<file path="src/rtl/rv32i_types.sv">
// Shared RV32I types for the branch comparator: funct3 encodings, FSM states
// and the small decode helpers used when a compare resolves.
package rv32i_types;

  // All eight funct3 codes are named so reserved encodings can travel on the bus.
  typedef enum logic [2:0] {
    BR_BEQ  = 3'b000,
    BR_BNE  = 3'b001,
    BR_RSV2 = 3'b010,
    BR_RSV3 = 3'b011,
    BR_BLT  = 3'b100,
    BR_BGE  = 3'b101,
    BR_BLTU = 3'b110,
    BR_BGEU = 3'b111
  } branch_funct3_t;

  typedef enum logic [1:0] {
    IDLE,
    BUSY,
    DONE
  } cmp_iter_state_t;

  function automatic logic is_signed_br(branch_funct3_t op);
    return (op == BR_BLT) || (op == BR_BGE);
  endfunction

  // Returns {br_en, bad_op} from the final equal / less-than flags.
  function automatic logic [1:0] br_resolve(branch_funct3_t op, logic eq, logic lt);
    logic [1:0] r;
    r = 2'b00;
    case (op)
      BR_BEQ:           r = {eq, 1'b0};
      BR_BNE:           r = {!eq, 1'b0};
      BR_BLT, BR_BLTU:  r = {lt, 1'b0};
      BR_BGE, BR_BGEU:  r = {!lt, 1'b0};
      default:          r = 2'b01;
    endcase
    return r;
  endfunction

endpackage

</file>
<file path="src/rtl/cmp_chunk.sv">
// Combinational unsigned compare of one CHUNK-wide slice of the operands.
module cmp_chunk #(
  parameter int CHUNK = 8
) (
  input  logic [CHUNK-1:0] a,
  input  logic [CHUNK-1:0] b,
  output logic             eq,
  output logic             lt
);

  assign eq = (a == b);
  assign lt = (a < b);

endmodule

</file>
<file path="src/rtl/cmp_iter.sv">
// Iterative branch comparator, MSB chunk first, valid/ready on both sides.
// Define CMP_ITER_EARLY_EXIT_EN to finish on the first differing chunk.
module cmp_iter
  import rv32i_types::*;
#(
  parameter int WIDTH = 32,
  parameter int CHUNK = 8
) (
  input  logic             clk,
  input  logic             rst_n,
  input  logic             flush,
  input  logic             req_valid,
  output logic             req_ready,
  input  branch_funct3_t   cmpop,
  input  logic [WIDTH-1:0] a,
  input  logic [WIDTH-1:0] b,
  output logic             resp_valid,
  input  logic             resp_ready,
  output logic             br_en,
  output logic             bad_op
);

  localparam int N  = WIDTH / CHUNK;
  localparam int IW = (N > 1) ? $clog2(N) : 1;
  localparam logic [IW-1:0]    LAST = IW'(N - 1);
  localparam logic [WIDTH-1:0] MSB  = {1'b1, {(WIDTH-1){1'b0}}};

`ifdef CMP_ITER_EARLY_EXIT_EN
  localparam bit EARLY_EXIT = 1'b1;
`else
  localparam bit EARLY_EXIT = 1'b0;
`endif

  cmp_iter_state_t state;
  branch_funct3_t  op_q;
  logic [WIDTH-1:0] a_q, b_q;
  logic [IW-1:0]    idx;
  logic             eq_sf, lt_sf;

  logic [WIDTH-1:0] a_sh, b_sh;
  logic             c_eq, c_lt, eq_next, lt_next, last;

  assign req_ready = (state == IDLE) && !flush;

  // Shift the current chunk to the top instead of a variable part-select.
  assign a_sh = a_q << (idx * CHUNK);
  assign b_sh = b_q << (idx * CHUNK);

  cmp_chunk #(.CHUNK(CHUNK)) u_chunk (
    .a  (a_sh[WIDTH-1 -: CHUNK]),
    .b  (b_sh[WIDTH-1 -: CHUNK]),
    .eq (c_eq),
    .lt (c_lt)
  );

  // Only the first differing chunk may decide the order.
  assign eq_next = eq_sf & c_eq;
  assign lt_next = eq_sf ? c_lt : lt_sf;
  assign last    = (idx == LAST) || (EARLY_EXIT && eq_sf && !c_eq);

  // NOTE: all state here updates with non-blocking assignments so every
  // register samples the pre-edge values of its neighbours.
  always_ff @(posedge clk or negedge rst_n) begin
    if (!rst_n) begin
      state      <= IDLE;
      resp_valid <= 1'b0;
      br_en      <= 1'b0;
      bad_op     <= 1'b0;
      idx        <= '0;
      eq_sf      <= 1'b1;
      lt_sf      <= 1'b0;
      a_q        <= '0;
      b_q        <= '0;
      op_q       <= BR_BEQ;
    end else if (flush) begin
      state      <= IDLE;
      resp_valid <= 1'b0;
    end else begin
      case (state)
        IDLE: if (req_valid) begin
          // Flipping the sign bits turns signed order into unsigned order.
          a_q   <= is_signed_br(cmpop) ? (a ^ MSB) : a;
          b_q   <= is_signed_br(cmpop) ? (b ^ MSB) : b;
          op_q  <= cmpop;
          idx   <= '0;
          eq_sf <= 1'b1;
          lt_sf <= 1'b0;
          state <= BUSY;
        end
        BUSY: begin
          eq_sf <= eq_next;
          lt_sf <= lt_next;
          if (last) begin
            state             <= DONE;
            resp_valid        <= 1'b1;
            {br_en, bad_op}   <= br_resolve(op_q, eq_next, lt_next);
          end else begin
            idx <= idx + 1'b1;
          end
        end
        DONE: if (resp_ready) begin
          state      <= IDLE;
          resp_valid <= 1'b0;
        end
        default: begin
          state      <= IDLE;
          resp_valid <= 1'b0;
        end
      endcase
    end
  end

endmodule

</file>
<file path="config.mk">
export PLATFORM = sky130hd
export DESIGN_NAME = cmp_iter
export DESIGN_NICKNAME = d
export VERILOG_FILES = /design/src/rtl/rv32i_types.sv /design/src/rtl/cmp_chunk.sv /design/src/rtl/cmp_iter.sv
export SDC_FILE = /design/constraint.sdc
export NUM_CORES = 1
export LEC_CHECK = 0
export ABC_AREA = 0
export BUFFER_PORTS_ARGS = -buffer_cell sky130_fd_sc_hd__buf_4
export CORE_AREA = 2 2 76 107
export CTS_BUF_LIST = sky130_fd_sc_hd__clkbuf_8
export CTS_CLUSTER_DIAMETER = 120
export DETAILED_ROUTE_END_ITERATION = 10
export DIE_AREA = 0 0 78 109
export HOLD_SLACK_MARGIN = 0.05
export PLACE_DENSITY = 0.76
export SETUP_SLACK_MARGIN = 0.02
export SLEW_MARGIN = 20
export SYNTH_ARGS = -nofsm -noshare
export SYNTH_HDL_FRONTEND = slang
export SYNTH_SLANG_ARGS = --single-unit
</file>
<file path="constraint.sdc">
create_clock -name clk -period 3.9 [get_ports clk]
set_input_delay 0.39 -clock clk [delete_from_list [all_inputs] [get_ports clk]]
set_output_delay 0.39 -clock clk [all_outputs]
set_load 0.005 [all_outputs]
</file>
==> reports/metrics.yaml, run 1 <==
yosys:
  netlist_instances: 248
  ys_seq_area_share_pct: 52.1
  yosys_warnings: 0
  yosys.area_share.xor_xnor_pct: 0.720
  yosysUniqueCellTypes: 39
  synth_area_mm2: 0.00365
  synthSimpleGateAreaFrac_pct: 5.35
  synth_edf_count: 0
  synthFlopType: "dfrtp_1"
  ys_async_sr_fraction_pct: 100
  synth_compound_area_share_pct: 3.46
  synth_top_family_by_area: "multiplexers"
  synth-seq-cells: 76
  muxShareOfSynthArea_pct: 30.8
  synth_nets: 329
  syn_area_per_cell_um2: 14.7
  yosys.area_share.adder_pct: 3.09
placement:
  dp.cells: 412
  dp_hpwl_mm: 5.02
  port_buffers: 75
  gp_congestion: 0.814
  placed_area_mm2: 0.00424
job:
  maxCapViolations: 0
timing:
  rsz0062_at_grt: "false"
  fin_skew_ps: 6.90
  fmax_mhz: 347
  setup_viol: 0
  period_needed_ps: 2880
  hold_viol: 0
  slew_headroom_pct: 36.9
  tightest_slew_ps: 947
  fin_tns_setup_ps: 0
  slew_violations: 0
  fin_crit_sh_pct: 73.8
setup_path:
  crit_path_max_fanout: 11
  rrSetupSlack_ps: 1020
  worst-r2r-cell-count: 8
  rr_startpoint: "idx[0]$_DFFE_PN0P_"
  crit_required_ps: 4180
  reg2reg_to: "br_en$_DFFE_PN0P_"
  cp.arrival_ps: 3160
  worstSetupStartpointType: "flop"
  path_class: "flop to flop"
  cp-end-kind: "flop"
pwr:
  ir_worst_vdd_uv: 305
  p_leak_nw: 1.99
  cellPowerDensity_mw_per_mm2: 479
clocking:
  clk_path_buf_depth: 2
  root_buffer: "clkbuf_8"
  cts_sinks: 76
  numCtsBuffers: 9
  clock_latency_ps: 350
  post_cts_resized: 0
  postCtsSetupBuffers: 0
  cts_tree: "done"
  hold_buffers: 0
  path_clk_slew_ps: 80
  htree_levels: 3
route:
  vias_per_cell: 5.33
  drc: 0
  finalWirelength_mm: 6.99
  wl_per_cell_um: 16.3
  dr.first_iter.drc_count: 142
  ant_nets: 0
  vias: 2281
  first_pass_iters: 4
grt:
  grt_overflow: 0
  grt_max_degree: 77
  global_route.usage.total_pct: 18.5
  grt_pass1_vias: 2464
  antenna_found_initial: 0
  grt_pass1_wl_mm: 11.8
floorplan:
  coreArea_mm2: 0.00761
  num_io_pins: 76
  die_h_um: 109
  initial_utilization_pct: 48.0
  die_w_um: 78
  dieArea_mm2: 0.00850
  rows: 38
finish:
  antenna_cells: 0
  layout_commonest_cell: "buf_4"
  fin_area_mm2: 0.00441
  mostFrequentLayoutCells: "buf_4, dfrtp_1, mux2_2, mux4_2, inv_1"
  fill_cells: 630
  final_util_pct: 57.9
  area_growth_pct: 20.7
  drive_gt1_share_pct: 54.0
  fin_cells: 428
  fin_nets: 404
status:
  status: "completed"
hold_path:
  worstHoldPathType: "input port to asynchronous set/reset pin"
==> registers in the layout, indices dropped and copies added (netlist names), 2 cells and up <==
signal and count:
b_q 32, a_q 32, op_q 3, idx 2
state 2
==> logic make-up after synthesis <==
family,Yosys count
AO/OA/AOI/OAI,20
buffers and inverters,25
adder cells (fa/ha/maj),9
flip-flops,76
XOR/XNOR,3
AND/OR/NAND/NOR,33
multiplexers,82
==> synthesized netlist by cell type (2+ instances only) <==
master	number	share of area, %
buf_2	2	0.27
a21oi_1	8	1.1
dfrtp_1	75	51
inv_1	12	1.2
nand2b_1	2	0.34
nor2_1	8	0.82
o211ai_1	2	0.41
a21o_1	2	0.41
mux2_4	6	2.5
xnor2_1	2	0.48
mux2_2	59	18
o21ai_0	3	0.41
ha_1	9	3.1
mux4_2	16	9.9
nand2_1	6	0.62
nand3b_1	2	0.41
nor2b_1	3	0.51
nor3b_1	2	0.41
buf_4	6	1.2
buf_6	2	0.62
nand4_1	3	0.51
==> power by group <==
group,switching (W),internal (W)
clock network,0.000282,0.000241
logic,0.000203,0.000337
registers,0.000102,0.000943
total,0.000586,0.00152
==> final cells by class <==
cell class	instances	area (um2)	area share [%]
clock buffer	10	138	3.12
clock inverter	6	31.3	0.710
inverter	12	45.0	1.02
multi-input combinational	147	1590	36.0
sequential	76	1900	43.2
tap	100	125	2.84
timing repair buffer	77	578	13.1
==> worst max-delay path, stage by stage (launching register included) <==
cell,delay [ps]
dfrtp_1,680
buf_4,250
mux4_2,520
ha_1,320
nor2b_1,130
o211ai_1,190
a21oi_1,100
a2111oi_0,450
nand3b_1,170
==> how the worst max path moves through the flow <==
stage,from,endpoint,slack (ps),cells past startpoint
finish,idx[0]$_DFFE_PN0P_,br_en$_DFFE_PN0P_,1020,8
detailed placement,idx[0]$_DFFE_PN0P_,br_en$_DFFE_PN0P_,990,8
CTS,idx[0]$_DFFE_PN0P_,br_en$_DFFE_PN0P_,970,8
floorplan,idx[0]$_DFFE_PN0P_,br_en$_DFFE_PN0P_,1350,9
global route,idx[0]$_DFFE_PN0P_,br_en$_DFFE_PN0P_,740,8
global placement,idx[0]$_DFFE_PN0P_,br_en$_DFFE_PN0P_,1200,9
==> per-stage QoR <==
step | worst slack (ps) | hold WS [ps] | power, W
floorplan | 1350 | 94.4 | 0.00143
global placement | 1200 | 485 | 0.00159
detailed placement | 991 | 490 | 0.00161
CTS | 967 | 215 | 0.00213
global route | 738 | 243 | 0.00224
finish | 1020 | 187 | 0.00211
==> per-layer routing <==
layer | track usage (%) | up-vias | routed length (um)
li1 | - | 1055 | -
met1 | 22.3 | 1143 | 2870
met2 | 30.8 | 63 | 3650
met3 | 3.06 | 20 | 186
met4 | 12.3 | 0 | 281
met5 | 0 | - | 0
No activity file was read; power rests on OpenSTA's default activity.
==> run 2, diff against run 1 <==
Settings changed: ABC_AREA 0 to 1.
Clock period 3.9 ns to 2.9 ns, I/O delays scaled along.
==> reports/metrics.yaml, run 2 <==
yosys:
  ys_async_sr_fraction_pct: 100  # unchanged
  synth-seq-cells: 76  # unchanged
  synth_nets: 551  # +67%
  synth_area_leader_cell: "dfrtp_1"
  synth_common_cells: "nand2_1, dfrtp_1, o21ai_0"
  yosys_warnings: 0  # unchanged
  yosysUniqueCellTypes: 25  # -36%
  synth_edf_count: 0  # unchanged
  syn_area_per_cell_um2: 7.78  # -47%
  synth_area_mm2: 0.00366  # +0.17%
  synth_area_leaders: "dfrtp_1, nand2_1, o21ai_0, ha_1, nor2_1"
  synth_top_cell_area_share_pct: 51.3  # -0.088 points
  netlist_instances: 470  # +90%
  ys_seq_area_share_pct: 52.1  # -0.089 points
  synthFlopType: "dfrtp_1"
  synth_most_common_cell: "nand2_1"
finish:
  area_growth_pct: 22.9
  reg.largest.list: "a_q (32), b_q (32), op_q (3)"
  layout_commonest_cell: "nand2_1"
  fin_nets: 617  # +53%
  antenna_cells: 0  # unchanged
  fin_cells: 641  # +50%
  mostFrequentLayoutCells: "nand2_1, buf_4, dfrtp_1, o21ai_0, nor2_1"
  drive_gt1_share_pct: 18.7  # -35 points
route:
  wl_per_cell_um: 13.7  # -16%
  drc: 0  # unchanged
  dr.first_iter.drc_count: 238  # +68%
  vias: 3160  # +39%
  finalWirelength_mm: 8.77  # +25%
  vias_per_cell: 4.93  # -7.5%
  ant_nets: 0  # unchanged
  first_pass_iters: 4  # unchanged
timing:
  setup_viol: 0  # unchanged
  hold_viol: 0  # unchanged
  fin_crit_sh_pct: 85.8  # +12 points
  rsz0062_at_grt: "false"
  fin_tns_setup_ps: 0  # unchanged
  fmax_mhz: 402  # +16%
  slew_violations: 0  # unchanged
  slew_headroom_pct: 31.4  # -5.5 points
  fin_skew_ps: 9.19  # +2.29 ps
  period_needed_ps: 2490  # -391 ps
  tightest_slew_ps: 1030  # +80.4 ps
floorplan:
  dieArea_mm2: 0.00850  # unchanged
  num_io_pins: 76  # unchanged
  die_w_um: 78  # unchanged
  rows: 38  # unchanged
  die_h_um: 109  # unchanged
  initial_utilization_pct: 48.1  # +0.082 points
  coreArea_mm2: 0.00761  # unchanged
clocking:
  clk_path_buf_depth: 2  # unchanged
  cts_tree: "done"
  htree_levels: 3  # unchanged
  post_cts_resized: 0  # unchanged
  path_clk_slew_ps: 80  # about the same
  postCtsSetupBuffers: 0  # unchanged
  hold_buffers: 0  # unchanged
  clock_latency_ps: 360  # about the same
  numCtsBuffers: 9  # unchanged
  cts_sinks: 76  # unchanged
  root_buffer: "clkbuf_8"
setup_path:
  cp.arrival_ps: 2740  # -420 ps
  worstSetupStartpointType: "flop"
  cp-end-kind: "flop"
  crit_path_max_fanout: 24  # +13
  crit_required_ps: 3150  # -1030 ps
  path_class: "flop to flop"
placement:
  dp.cells: 625  # +52%
  dp_hpwl_mm: 6.30  # +26%
  gp_congestion: 0.826  # +1.5%
  port_buffers: 75  # unchanged
grt:
  grt_max_degree: 77  # unchanged
  global_route.usage.total_pct: 22.3  # +3.7 points
  grt_pass1_wl_mm: 14.6  # +24%
  antenna_found_initial: 0  # unchanged
  grt_pass1_vias: 3230  # +31%
  grt_overflow: 0  # unchanged
pwr:
  combPwrFrac_pct: 32.1  # +6.5 points
  power.internal_w: 0.00233  # +53%
  p_switching_w: 0.00123  # +110%
  cellPowerDensity_mw_per_mm2: 792  # +65%
  p_leak_nw: 2.44  # +22%
  pwr-share-seq_pct: 41.5  # -8.1 points
  power_frac_clock_pct: 26.4  # +1.6 points
  ir_worst_vdd_uv: 359  # +18%
  sw_frac_of_total_pct: 34.6  # +6.7 points
job:
  maxCapViolations: 0  # unchanged
status:
  status: "completed"
hold_path:
  worstHoldPathType: "input port to asynchronous set/reset pin"
-- run 2: worst paths after layout --
| kind | from | to | slack, ps | depth (start not counted) |
|---|---|---|---|---|
| max | idx[1]$_DFFE_PN0P_ | br_en$_DFFE_PN0P_ | 410 | 16 |
| max reg2reg | idx[1]$_DFFE_PN0P_ | br_en$_DFFE_PN0P_ | 410 | 16 |
| min | rst_n | b_q[23]$_DFFE_PN0P_ | 60 | 1 |
| min reg2reg | a_q[10]$_DFFE_PN0P_ | a_q[10]$_DFFE_PN0P_ | 480 | 2 |
| min in group clk | a[7] | a_q[7]$_DFFE_PN0P_ | 130 | 3 |
| max in group asynchronous | rst_n | a_q[2]$_DFFE_PN0P_ | 2210 | 1 |
-- run 2: cells by family after synthesis --
| family | Yosys count | share of synthesized area [%] |
|---|---|---|
| AO/OA/AOI/OAI | 60 | 9.79 |
| XOR/XNOR | 2 | 0.479 |
| adder cells (fa/ha/maj) | 9 | 3.08 |
| buffers and inverters | 46 | 5.37 |
| flip-flops | 76 | 52.1 |
| AND/OR/NAND/NOR | 277 | 29.2 |
-- run 2: worst max-delay path, stage by stage (launching register included) --
cell and delay, ps:
dfrtp_1 490, inv_1 510, o21ai_0 230, o22ai_1 220
ha_1 280, nand2_1 70, nand2_1 40, nand2_1 50
nand2_1 50, nand2_1 50, nand2_1 60, nand2_1 70
nand2_1 50, nand2_1 50, nand2_1 50, nand2_1 50
nand2_1 40
-- run 2: area by class of cell --
type                       count  area (um2)
multi-input combinational    348        1560
clock buffer                  12         165
sequential                    76        1900
timing repair buffer          78         586
inverter                      23        86.3
tap                          100         125
fill                         711        3110
clock inverter                 4        71.3
-- run 2: per-stage QoR --
stage                     total power [W]  hold WS [ps]  utilization, %  setup WS (ps)  instance area, um2
after floorplan                   0.00226         -5.59               -            736                3660
after global placement            0.00260           459            56.0            475                4260
after detailed placement          0.00263           454            56.0            438                4260
after CTS                         0.00357           108            59.1            412                4490
after global routing              0.00381           128            59.1           91.1                4490
final                             0.00356          60.2            59.1            411                4490
-- run 2: routing by layer --
layer | vias up | wire, um | GRT usage (%)
met5 | - | 0 | 0
met1 | 1465 | 3680 | 26.8
met2 | 66 | 4550 | 39.6
met4 | 0 | 174 | 8.77
li1 | 1616 | - | -
met3 | 13 | 361 | 3.97
-- run 2: power by group through the flow --
| stage | Combinational (W) | Sequential, W | Clock [W] |
|---|---|---|---|
| after floorplan | 0.000837 | 0.00143 | 0 |
| after global placement | 0.00111 | 0.00149 | 0 |
| after detailed placement | 0.00115 | 0.00149 | 0 |
| after CTS | 0.00115 | 0.00147 | 0.000942 |
| after global routing | 0.00133 | 0.00150 | 0.000983 |
| final | 0.00114 | 0.00148 | 0.000940 |
==> run 3, diff against run 2 <==
Settings changed: CTS_BUF_LIST sky130_fd_sc_hd__clkbuf_8 to sky130_fd_sc_hd__clkbuf_4 sky130_fd_sc_hd__clkbuf_8.
==> reports/metrics.yaml, run 3 (same netlist as run 2, synthesis figures left out) <==
route:
  first_pass_iters: 4  # unchanged
  wl_per_cell_um: 13.5  # -0.97%
  finalWirelength_mm: 8.68  # -0.97%
  ant_nets: 0  # unchanged
  vias_per_cell: 4.97  # +0.85%
  vias: 3187  # +0.85%
  drc: 0  # unchanged
  dr.first_iter.drc_count: 250  # +5.0%
timing:
  fin_tns_setup_ps: 0  # unchanged
  setup_viol: 0  # unchanged
  fmax_mhz: 404  # +0.64%
  fin_crit_sh_pct: 85.3  # -0.55 points
  rsz0062_at_grt: "false"
  slew_headroom_pct: 31.7  # +0.32 points
  hold_viol: 0  # unchanged
  slew_violations: 0  # unchanged
  timing.final.ws_setup_ps: 427  # +15.9 ps
  tightest_slew_ps: 1020  # -4.80 ps
  fin_skew_ps: 7.60  # -1.58 ps
  period_needed_ps: 2470  # -15.9 ps
finish:
  multi_input_comb_area_mm2: 0.00156  # unchanged
  drive_gt1_share_pct: 18.9  # +0.18 points
  fill_cells: 710  # -0.14%
  reg.largest.list: "a_q (32), b_q (32), op_q (3)"
  antenna_cells: 0  # unchanged
  fin_nets: 617  # unchanged
  regArea_mm2: 0.00190  # unchanged
  area_growth_pct: 23.0  # about the same
  layout_commonest_cell: "nand2_1"
  mostFrequentLayoutCells: "nand2_1, buf_4, dfrtp_1, o21ai_0, nor2_1"
floorplan:
  rows: 38  # unchanged
  dieArea_mm2: 0.00850  # unchanged
  die_w_um: 78  # unchanged
  initial_utilization_pct: 48.1  # unchanged
  die_h_um: 109  # unchanged
  num_io_pins: 76  # unchanged
  coreArea_mm2: 0.00761  # unchanged
grt:
  grt_overflow: 0  # unchanged
  grt_max_degree: 77  # unchanged
  use_met3_pct: 4.30  # +0.33 points
  busiest_layer: "met2"
  antenna_found_initial: 0  # unchanged
  global_route.usage.total_pct: 22.2  # -0.053 points
  grt_pass1_vias: 3229  # -0.031%
  use_met1_pct: 26.6  # -0.27 points
  grt_pass1_wl_mm: 14.5  # -0.57%
  met2_usage_pct: 39.1  # -0.49 points
pwr:
  ir_worst_vdd_uv: 359  # about the same
  p_total_w: 0.00356  # about the same
  cellPowerDensity_mw_per_mm2: 792  # about the same
  combPwrFrac_pct: 32.0  # about the same
  sw_frac_of_total_pct: 34.3  # -0.31 points
  pwr-share-seq_pct: 41.4  # about the same
  p_switching_w: 0.00122  # -0.81%
  power_frac_clock_pct: 26.5  # about the same
  p_leak_nw: 2.44  # about the same
  power.internal_w: 0.00234  # +0.56%
clocking:
  clk_path_buf_depth: 2  # unchanged
  path_clk_slew_ps: 80  # about the same
  cts_sinks: 76  # unchanged
  htree_levels: 3  # unchanged
  hold_buffers: 0  # unchanged
  numCtsBuffers: 9  # unchanged
  clock_latency_ps: 360  # about the same
  root_buffer: "clkbuf_8"
  cts_tree: "done"
  post_cts_resized: 0  # unchanged
  postCtsSetupBuffers: 0  # unchanged
setup_path:
  cp-end-kind: "flop"
  critPathSlowestCell: "inv_1"
  crit_required_ps: 3150  # about the same
  crit_path_max_fanout: 24  # unchanged
  cp.arrival_ps: 2720  # -20 ps
  critPathMostFrequentCell: "nand2_1"
  rrSetupSlack_ps: 430  # +20 ps
  cp_num_buf_inv: 1  # unchanged
  worstSetupStartpointType: "flop"
  cp_top_family: "simple AND/OR/NAND/NOR gates"
  path_class: "flop to flop"
  worstPathCellList: "inv_1 -> o21ai_0 -> o22ai_1 -> ha_1 -> nand3_1 -> nand3_1 -> nor2_1 -> nand2_1 -> nand2_1 -> nand2_1 -> nand2_1 -> nand2_1 -> nand2_1 -> nand2_1"
  worst_path_largest_cell_delay_ps: 510  # about the same
placement:
  port_buffers: 75  # unchanged
  gp_congestion: 0.826  # unchanged
  preCtsSetupSlack_ps: 438  # unchanged
  dp_hpwl_mm: 6.30  # unchanged
status:
  status: "completed"
job:
  maxCapViolations: 0  # unchanged
hold_path:
  worstHoldPathType: "input port to asynchronous set/reset pin"
## run 3: worst register-to-register path: stages, from the launching register on
cell     delay [ps]
dfrtp_1         490
inv_1           510
o21ai_0         210
o22ai_1         230
ha_1            290
nand3_1          90
nand3_1          70
nor2_1           90
nand2_1          70
nand2_1          80
nand2_1          50
nand2_1          50
nand2_1          50
nand2_1          50
nand2_1          40
## run 3: path summary, 6_finish.rpt
check | start | end | cells past startpoint
max | idx[1]$_DFFE_PN0P_ | br_en$_DFFE_PN0P_ | 14
min | rst_n | b_q[23]$_DFFE_PN0P_ | 1
max reg2reg | idx[1]$_DFFE_PN0P_ | br_en$_DFFE_PN0P_ | 14
min reg2reg | b_q[11]$_DFFE_PN0P_ | b_q[11]$_DFFE_PN0P_ | 2
max in group asynchronous | rst_n | br_en$_DFFE_PN0P_ | 1
min in group clk | a[17] | a_q[17]$_DFFE_PN0P_ | 3
## run 3: area by class of cell
type / instances / area share (%)
Sequential cell: 76 / 42.3
Multi-Input combinational cell: 348 / 34.6
Timing Repair Buffer: 78 / 13.0
Clock buffer: 13 / 3.84
Tap cell: 100 / 2.78
Inverter: 23 / 1.92
Clock inverter: 3 / 1.50
## run 3: power by group through the flow
stage | Combinational (W) | Sequential (W) | Clock [W]
5_1_grt | 0.00133 | 0.00150 | 0.000996
4_1_cts | 0.00115 | 0.00147 | 0.000955
3_5_place_dp | 0.00115 | 0.00149 | 0
2_1_floorplan | 0.000837 | 0.00143 | 0
3_3_place_gp | 0.00111 | 0.00149 | 0
6_report | 0.00114 | 0.00148 | 0.000944
## run 3: per-layer routing
layer / vias up / share of wire (%)
met4: 0 / 2.3
li1: 1619 / -
met2: 79 / 52
met5: - / 0
met3: 15 / 4.6
met1: 1474 / 41
## run 3: through the flow
stage	cells	instance area [um2]	hold WS [ps]	utilization [%]
after floorplan	470	3660	-5.59	-
after global routing	641	4500	126	59.1
after detailed placement	625	4260	454	56.0
after CTS	641	4500	109	59.1
final	641	4500	69.0	59.1
after global placement	625	4260	459	56.0
